===== src/rtl/rom_arb_pkg.sv =====
// Shared types and default sizing for the ROM arbiter slice.
package rom_arb_pkg;

   typedef enum logic {
      ST_IDLE  = 1'b0,
      ST_BURST = 1'b1
   } arb_state_t;

   localparam int NREQ_DEF = 4;
   localparam int AW_DEF   = 4;
   localparam int DW_DEF   = 8;

endpackage


===== src/rtl/rom_arbiter_rr_pick.sv =====
// Combinational round-robin picker: the first requester after ptr wins.
module rr_pick
   import rom_arb_pkg::*;
#(
   parameter int NREQ = NREQ_DEF
) (
   input  logic [NREQ-1:0] req,
   input  logic [2:0]      ptr,
   output logic [NREQ-1:0] gnt,
   output logic [2:0]      idx
);

   // Rank each requester by its distance after ptr; lowest ranked active one wins.
   always_comb begin
      int unsigned d;
      int unsigned best;
      int unsigned best_d;
      d      = 0;
      best   = 0;
      best_d = NREQ;
      for (int unsigned i = 0; i < NREQ; i++) begin
         if (req[i]) begin
            d = (i + NREQ - 1 - 32'(ptr)) % NREQ;
            if (d < best_d) begin
               best_d = d;
               best   = i;
            end
         end
      end
      gnt = '0;
      for (int unsigned i = 0; i < NREQ; i++) begin
         gnt[i] = (best_d < NREQ) && (best == i);
      end
      idx = 3'(best);
   end

endmodule


===== src/rtl/rom_arbiter.sv =====
// Round-robin arbiter and burst sequencer sharing one registered-output ROM port.
module rom_arbiter
   import rom_arb_pkg::*;
#(
   parameter int NREQ = NREQ_DEF,
   parameter int AW   = AW_DEF,
   parameter int DW   = DW_DEF
) (
   input  logic              clk,
   input  logic              rst,
   input  logic [NREQ-1:0]   req,
   input  logic [NREQ*AW-1:0] addr,
   input  logic [NREQ*AW-1:0] len,
   output logic [NREQ-1:0]   gnt,
   output logic [NREQ-1:0]   rvalid,
   output logic [DW-1:0]     rdata,
   output logic              busy,
   output logic [2:0]        owner,
   output logic              rom_re,
   output logic [AW-1:0]     rom_addr,
   input  logic [DW-1:0]     rom_data
);

   localparam logic [AW-1:0] ONE = AW'(1);

   arb_state_t        state, state_n;
   logic [2:0]        ptr, ptr_n;
   logic [2:0]        owner_n;
   logic [AW-1:0]     cur, cur_n;
   logic [AW-1:0]     cnt, cnt_n;
   logic [NREQ-1:0]   rvalid_n;

   logic [NREQ-1:0]   pick_gnt;
   logic [2:0]        pick_idx;
   logic [AW-1:0]     sel_addr;
   logic [AW-1:0]     sel_len;

   rr_pick #(
      .NREQ(NREQ)
   ) u_pick (
      .req(req),
      .ptr(ptr),
      .gnt(pick_gnt),
      .idx(pick_idx)
   );

   // Route the winner's start address and length fields.
   always_comb begin
      sel_addr = '0;
      sel_len  = '0;
      for (int unsigned i = 0; i < NREQ; i++) begin
         if (pick_idx == 3'(i)) begin
            sel_addr = addr[i*AW +: AW];
            sel_len  = len[i*AW +: AW];
         end
      end
   end

   // Next-state, grant and ROM port control; everything held quiet during reset.
   always_comb begin
      state_n  = state;
      ptr_n    = ptr;
      owner_n  = owner;
      cur_n    = cur;
      cnt_n    = cnt;
      gnt      = '0;
      rom_re   = 1'b0;
      rom_addr = '0;
      if (!rst) begin
         case (state)
            ST_IDLE: begin
               if (|req) begin
                  gnt      = pick_gnt;
                  rom_re   = 1'b1;
                  rom_addr = sel_addr;
                  ptr_n    = pick_idx;
                  owner_n  = pick_idx;
                  cur_n    = sel_addr + ONE;
                  cnt_n    = sel_len;
                  if (sel_len != '0) state_n = ST_BURST;
               end
            end
            ST_BURST: begin
               rom_re   = 1'b1;
               rom_addr = cur;
               cur_n    = cur + ONE;
               cnt_n    = cnt - ONE;
               if (cnt == ONE) state_n = ST_IDLE;
            end
            default: state_n = ST_IDLE;
         endcase
      end
   end

   // The read issued this cycle belongs to owner_n (the new winner in IDLE, the holder in BURST).
   always_comb begin
      rvalid_n = '0;
      for (int unsigned i = 0; i < NREQ; i++) begin
         rvalid_n[i] = rom_re && (owner_n == 3'(i));
      end
   end

   // State and datapath registers.
   always_ff @(posedge clk) begin
      if (rst) begin
         state  <= ST_IDLE;
         ptr    <= 3'(NREQ - 1);
         owner  <= '0;
         cur    <= '0;
         cnt    <= '0;
         rvalid <= '0;
      end else begin
         state  <= state_n;
         ptr    <= ptr_n;
         owner  <= owner_n;
         cur    <= cur_n;
         cnt    <= cnt_n;
         rvalid <= rvalid_n;
      end
   end

   assign busy  = (state == ST_BURST);
   assign rdata = rom_data;

endmodule


===== config.mk =====
export PLATFORM = sky130hd
export DESIGN_NAME = rom_arbiter
export DESIGN_NICKNAME = d
export VERILOG_FILES = /design/src/rtl/rom_arb_pkg.sv /design/src/rtl/rom_arbiter_rr_pick.sv /design/src/rtl/rom_arbiter.sv
export SDC_FILE = /design/constraint.sdc
export NUM_CORES = 1
export LEC_CHECK = 0
export ABC_AREA = 0
export BUFFER_PORTS_ARGS = -buffer_cell sky130_fd_sc_hd__buf_2
export CELL_PAD_IN_SITES_DETAIL_PLACEMENT = 0
export CELL_PAD_IN_SITES_GLOBAL_PLACEMENT = 1
export CORE_MARGIN = 2
export CORE_UTILIZATION = 34
export DETAILED_ROUTE_END_ITERATION = 10
export PLACE_DENSITY = 0.95
export REMOVE_ABC_BUFFERS = 1
export SKIP_LAST_GASP = 1
export SLEW_MARGIN = 0
export SYNTH_ARGS = -nofsm -noshare
export SYNTH_HDL_FRONTEND = slang
export SYNTH_SLANG_ARGS = --single-unit

===== constraint.sdc =====
create_clock -name clk -period 28.2 [get_ports clk]
set_input_delay 8.46 -clock clk [delete_from_list [all_inputs] [get_ports clk]]
set_output_delay 8.46 -clock clk [all_outputs]
set_load 0.02 [all_outputs]

Yosys cells after proc, flatten, opt, wreduce, memory -nomap -nowiden --
Index checks and enable logic that the tools add are counted.
Word-level totals: bits in registers 18, input port bits 46, output and inout port bits 25
Operators by class: add/subtract/negate cells 7, magnitude comparators 5, eq/ne operators 11, muxes and demuxes 42, bitwise operators 1, reductions and logical operators 14
Operator list (number):
- 2-to-1 mux 32 bit | 12
- less-than comparator 2 x 32 -> 1 bit | 3
- == test 32 x 2 -> 1 bit, second input constant | 2
- 2-to-1 mux 4 bit | 15
- == test 32 x 1 -> 1 bit, second input constant | 1
- zero test 32 bit | 1
- less-than comparator 32 x 3 -> 1 bit, second input constant | 1
- case mux 4 bit (2 select lines) | 3
- == test 3 x 2 -> 1 bit, second input constant | 4
- 2-to-1 mux 3 bit | 4
- adder 4 x 1 -> 4 bit, second input constant | 2
- logical AND 1 bit | 8
- == test 3 x 1 -> 1 bit, second input constant | 2
- zero test 3 bit | 2
- 2-to-1 mux 1 bit | 6
- == test 4 x 1 -> 1 bit, second input constant | 1
- case mux 1 bit (2 select lines) | 2
- nonzero test 4 bit | 1
- OR reduction 4 bit | 1
- subtractor 1 x 2 -> 2 bit, first input constant | 2
- subtractor 2 bit, first input constant | 2
- subtractor 4 x 1 -> 4 bit, second input constant | 1
- less-than comparator 2 x 3 -> 1 bit, second input constant | 1
- != test 2 bit, second input constant | 1
- other kinds (2) | 2

Longest topological paths before layout --
word-level depth 22, gate-level depth with buffers 23

Hierarchy --
Synthesis repeated with hierarchy kept, for this count alone.
Second synthesis, totals: cells, all modules 200, area total of the unflattened synthesis 1586.5 um^2
By module, submodules not included:
- rom_arbiter | times used 1, cells an instance 161, area an instance 1311.3 um^2, sequential area each 380.4 um^2
- rr_pick | times used 1, cells an instance 39, area an instance 275.3 um^2, sequential area each 0.0 um^2

Worst setup path after synthesis --
Ideal clock, no wire load.
kind input-to-output, start point in req[0], end point out rom_addr[0], arrival time 12.631 ns, data required time 19.740 ns, setup slack 7.109 ns, stages 20, path buffers 3, path through nand2_1 > ha_1 > a21oi_1 > o21ai_2 > buf_4 > o21ai_0 > ha_1 > and4b_1 > a22oi_4 > buf_4 > buf_2 > mux2_2 > ha_1 > a21oi_1 > o21ai_0 > a31oi_4 > a211oi_1 > nor2_1 > or3_1 > a21oi_1
Between the ends: word-level cells in the longest chain between the ends 18, elaborated cells on any way between the ends 26
Ends and longest elaborated chain:
- from (decl) | line rom_arbiter.sv:11 | input logic [NREQ-1:0] req,
- 2-to-1 mux 32 bit | line rom_arbiter_rr_pick.sv:22 | if (req[i]) begin
- less-than comparator 2 x 32 -> 1 bit | line rom_arbiter_rr_pick.sv:24 | if (d < best_d) begin
- 2-to-1 mux 32 bit | line rom_arbiter_rr_pick.sv:24
- 2-to-1 mux 32 bit | line rom_arbiter_rr_pick.sv:22
- less-than comparator 2 x 32 -> 1 bit | line rom_arbiter_rr_pick.sv:24
- 2-to-1 mux 32 bit | line rom_arbiter_rr_pick.sv:24
- 2-to-1 mux 32 bit | line rom_arbiter_rr_pick.sv:22
- less-than comparator 2 x 32 -> 1 bit | line rom_arbiter_rr_pick.sv:24
- 2-to-1 mux 32 bit | line rom_arbiter_rr_pick.sv:24
- 2-to-1 mux 32 bit | line rom_arbiter_rr_pick.sv:22
- zero test 3 bit | line rom_arbiter.sv:52 | if (pick_idx == 3'(i)) begin
- 2-to-1 mux 4 bit (4 in series) | line rom_arbiter.sv:52
- 2-to-1 mux 4 bit * | line rom_arbiter.sv:72 | if (|req) begin
- case mux 4 bit (2 select lines) * | line rom_arbiter.sv:70 | case (state)
- 2-to-1 mux 4 bit * | line rom_arbiter.sv:69 | if (!rst) begin
- to (decl) | line rom_arbiter.sv:20 | output logic [AW-1:0] rom_addr,
Every way passes the cells marked *; elsewhere a longest branch is shown, timed or not.

Worst setup path in the final report --
Same ends and word-level chain as after synthesis.

==> flow_results.org <==
** Yosys
- Yosys reg bits :: 18
- Of the total synthesized cell area, the portion taken by XOR and XNOR cells is 1.228%.
- Portion of netlist area occupied by mux cells :: 6.404%
- Number of flops mapped to enable cells by yosys :: 0
- Synthesized netlist cell count :: 182
- Yosys warning count :: 0
- After synthesis, the largest area contributor takes up 25.26% of total cell area.
- Top post-synthesis cells by area :: sky130_fd_sc_hd__dfxtp_1 25%, sky130_fd_sc_hd__nor2_1 7.1%, sky130_fd_sc_hd__buf_4 5.8%
- In the synthesized netlist the dominant register cell turns out to be sky130_fd_sc_hd__dfxtp_1.
- Proportion of synthesized flip-flops having asynchronous set or reset :: 0%
- After synthesis, the largest family of logic cells by area is compound AO/OA/AOI/OAI gates.
- Of all cell types, the one taking the most synthesized area is sky130_fd_sc_hd__dfxtp_1.
- Post-synthesis share of cell area spent on full adders, half adders and majority gates :: 5.263%
- Post-synthesis compound-gate area fraction :: 28.77%
- Sequential element share of the synthesized area :: 25.26%
- Basic-gate share of the synthesized area counting and, or, nand and nor cells :: 24.04%
- Yosys mapped the design onto 44 distinct sky130hd cell types.
- Mapped cell area :: 1426 um^2
- A synthesized cell averages 7.837 um^2.

** Worst setup path
- R2r endpoint :: cur[2]
- In this run the critical register-to-register path is launched from ptr[0].
- Largest stage delay, worst path :: 0.61 ns
- The worst setup path is captured at an output pin.
- Max FO, Critical Path :: 24
- Critical path buffers and inverters :: 2
- In this run the register-to-register setup slack is 22.77 ns.
- On the critical path, the stage with the largest delay is an instance of sky130_fd_sc_hd__o21ai_2.
- Classification of the worst setup path :: in -> out
- Crit path max-delay family :: compound AO/OA/AOI/OAI gates
- STA classifies the critical path startpoint as a primary input.
- At the worst endpoint, the arrival time is 13.39 ns.
- Worst Path Required :: 19.74 ns
- For the worst flop-to-flop path, the logic depth is 18.
- Chain of cells forming the critical path :: buf_2 -> nand2_1 -> ha_1 -> a21oi_1 -> o21ai_2 -> o21ai_0 -> ha_1 -> o22ai_1 -> a22oi_4 -> mux2_2 -> ha_1 -> a21oi_1 -> o21ai_0 -> a31oi_4 -> a211oi_1 -> nor2_1 -> or3_1 -> a21oi_1 -> buf_2

** Finish
- Excluding fillers, the count of instances in the completed layout stands at 273.
- After filler insertion, the fill cell instance count of the layout stands at 421.
- Area overhead of the layout relative to synthesis :: 19.74%
- After the last flow step, the layout net total stands at 276.
- For this run, the share of the core covered by cells in the final layout is 42.39%.
- Once layout is done, the placed cells without fillers occupy 1708 um^2.
- In the final layout, the share of cells above drive strength 1 is 29.60%.
- 0 antenna diodes ended up in the layout.

** Global route
- The initial antenna violation count came to 0.
- The first global-routing pass estimated 5.699 mm of wire.
- Summed over all layers, the global routing overflow is 0.
- Pin count of the biggest net entering global routing :: 25
- The number of global-route vias before repair was 1290.
- Total global routing track utilization :: 15.80%

** CTS
- In this run, post-CTS repair resized a total of 0 instances.
- Clock-pin slew reported for the worst setup and hold paths after clock tree synthesis :: 0.07 ns
- CTS root buffer :: sky130_fd_sc_hd__clkbuf_8
- Worst-Skew Late Latency :: 0.25 ns
- CTS built an H-tree with a depth of 1.
- Clock tree synthesis inserted a total of 3 buffers.
- Clock buffer depth :: 2
- # clock sinks :: 18
- Clock tree from TritonCTS :: yes
- Number of post-CTS setup repair buffers :: 0
- Hold Buf Count CTS :: 0

** STA
- The final hold violation count was 0.
- Fin Clk Skew :: 0.004697 ns
- Based on the critical path, the design can be clocked at up to 45.76 MHz.
- The total count of max-transition violations in the final report was 0.
- For the pin with the worst max-slew slack, the measured transition is 1.041 ns.
- Max-Slew Margin vs Limit :: 29.94%
- Unrepaired setup endpoints after global routing :: no
- For the final routed database, the setup TNS stands at 0 ns.
- Share of the cycle needed by the critical path after routing :: 77.49%
- Once routing completed, OpenROAD measured the worst setup slack at 6.347 ns.
- Clock period minus final worst setup slack :: 21.85 ns
- Final setup vio count :: 0

** Floorplanning
- DIE WIDTH :: 68.77 um
- Die boundary height :: 68.77 um
- The floorplan step defined a die boundary enclosing 4729 um^2.
- Area of the core region :: 4029 um^2
- Count of pins on the block boundary :: 71
- Placement Rows :: 23
- Initial standard-cell utilization of the core :: 35.40%

** Place
- Post-placement setup slack :: 6.347 ns
- Post-detail-place hpwl :: 2.852 mm
- Weighted congestion at the end of routability-driven global placement :: 0.7562
- Including well taps, the total number of placed cells is 269.
- The count of buffers added on input and output ports is 54.
- Summing all placed instances gives a cell area of 1653 um^2.

** Power and ir drop
- Across the VDD grid, the largest voltage drop is 0.02894 mV.
- Cell Pwr Density :: 123.0 nW/um^2
- In this run the static leakage power is 0.8496 nW.

** Status
- Outcome :: finished, final reports clean

** Routing
- DRT antenna net count :: 0
- Average vias per placed instance :: 5.289
- First-pass DRT Iterations :: 4
- Final wirelength :: 3.685 mm
- The routed layout has 1444 vias.
- For this run, design rule violations remaining after detail routing come to 0.
- In this run, the number of DRC markers left after iteration 0 of detailed routing was 77.
- DR WL/cell :: 13.50 um

** Min path
- Counting instances, the worst hold path has a depth of 2.
- The path with the worst hold slack has its endpoint at cur[1].
- The startpoint identified for the worst hold timing path is cur[1].
- Class of the tightest hold or removal check :: reg -> reg

** Flow run
- Maxcap violations :: 0
-- through the flow --
| stage | total power, mW | hold WS [ns] |
|---|---|---|
| after floorplan | 0.1561 | 0.4380 |
| after global placement | 0.1862 | 0.4591 |
| after detailed placement | 0.1892 | 0.4604 |
| after CTS | 0.2111 | 0.4719 |
| after global routing | 0.2314 | 0.5131 |
| final | 0.2100 | 0.4727 |
-- cell usage in the layout, fill, tap and decap left out, drive strengths merged, types with 3 or more instances in the layout --
cell type,n
a211o,3
a211oi,6
a21o,5
a21oi,13
a2bb2oi,3
and2,6
buf,54
clkbuf,4
dfxtp,18
ha,6
inv,6
mux2i,8
nand2,13
nand2b,4
nor2,27
nor2b,3
nor3,6
nor4,3
o21ai,9
-- power breakdown --
| group | internal, mW | total (mW) | switching (mW) |
|---|---|---|---|
| Clock | 0.0124 | 0.0209 | 0.00847 |
| Combinational | 0.0602 | 0.143 | 0.0831 |
| Sequential | 0.0363 | 0.0459 | 0.00961 |
| Total | 0.109 | 0.210 | 0.101 |
-- how the worst max path moves through the flow --
stage | from | end | slack [ns] | depth (start not counted)
floorplan | req[0] | rom_addr[0] | 7.08 | 17
global placement | req[0] | rom_addr[0] | 6.60 | 19
detailed placement | req[0] | rom_addr[0] | 6.35 | 19
CTS | req[0] | rom_addr[0] | 6.33 | 19
global route | req[0] | rom_addr[0] | 5.93 | 19
finish | req[0] | rom_addr[0] | 6.35 | 19
-- cell type report --
cell class	instances	area (um^2)	share of cell area [%]
Tap cell	50	62.56	3.663
Sequential cell	18	360.3	21.10
Timing Repair Buffer	54	270.3	15.82
Clock buffer	4	55.05	3.223
Inverter	6	22.52	1.319
Multi-Input combinational cell	141	937.1	54.87
-- metal layers --
layer | GRT usage, % | up-vias | wire [um]
li1 | - | 732 | -
met1 | 20.93 | 645 | 1687
met2 | 25.72 | 63 | 1672
met3 | 3.247 | 4 | 281
met4 | 4.902 | 0 | 43
met5 | 0 | - | 0
-- flip-flops by register name, indices dropped and copies added (netlist names) --
| name | flops |
|---|---|
| cnt | 4 |
| owner | 3 |
| ptr | 2 |
| cur | 4 |
| busy | 1 |
| rvalid | 4 |
-- kinds of logic (layout without fill, tap and decap cells) --
group	count (synthesis)	count (layout)
xor+xnor	2	2
mux	9	9
flops	18	18
compound gates	53	53
buf+inv	23	64
fa+ha+maj	6	6
simple gates	71	71
-- worst register-to-register path: cells and delay by family (launching register included) --
kind	cells	cell delay (ns)
compound gates	11	3.08
flops	1	0.42
fa+ha+maj	4	1.07
mux	1	0.41
xor+xnor	2	0.40
-- synth_stat cells, drive strengths merged, types with 2 or more instances --
master and n:
o21bai 2, o21ai 9, nor3b 2, nand2b 4, a211o 3, nand2 13, a21o 5, nand3 2
or3 2, dfxtp 18, buf 12, a21oi 13, inv 6, nor2b 3, clkbuf 5, mux2i 8
and2 6, a2bb2oi 3, nor3 6, nor2 27, nor4 3, a211oi 6, ha 6
Power figures use the tool's default switching activity.
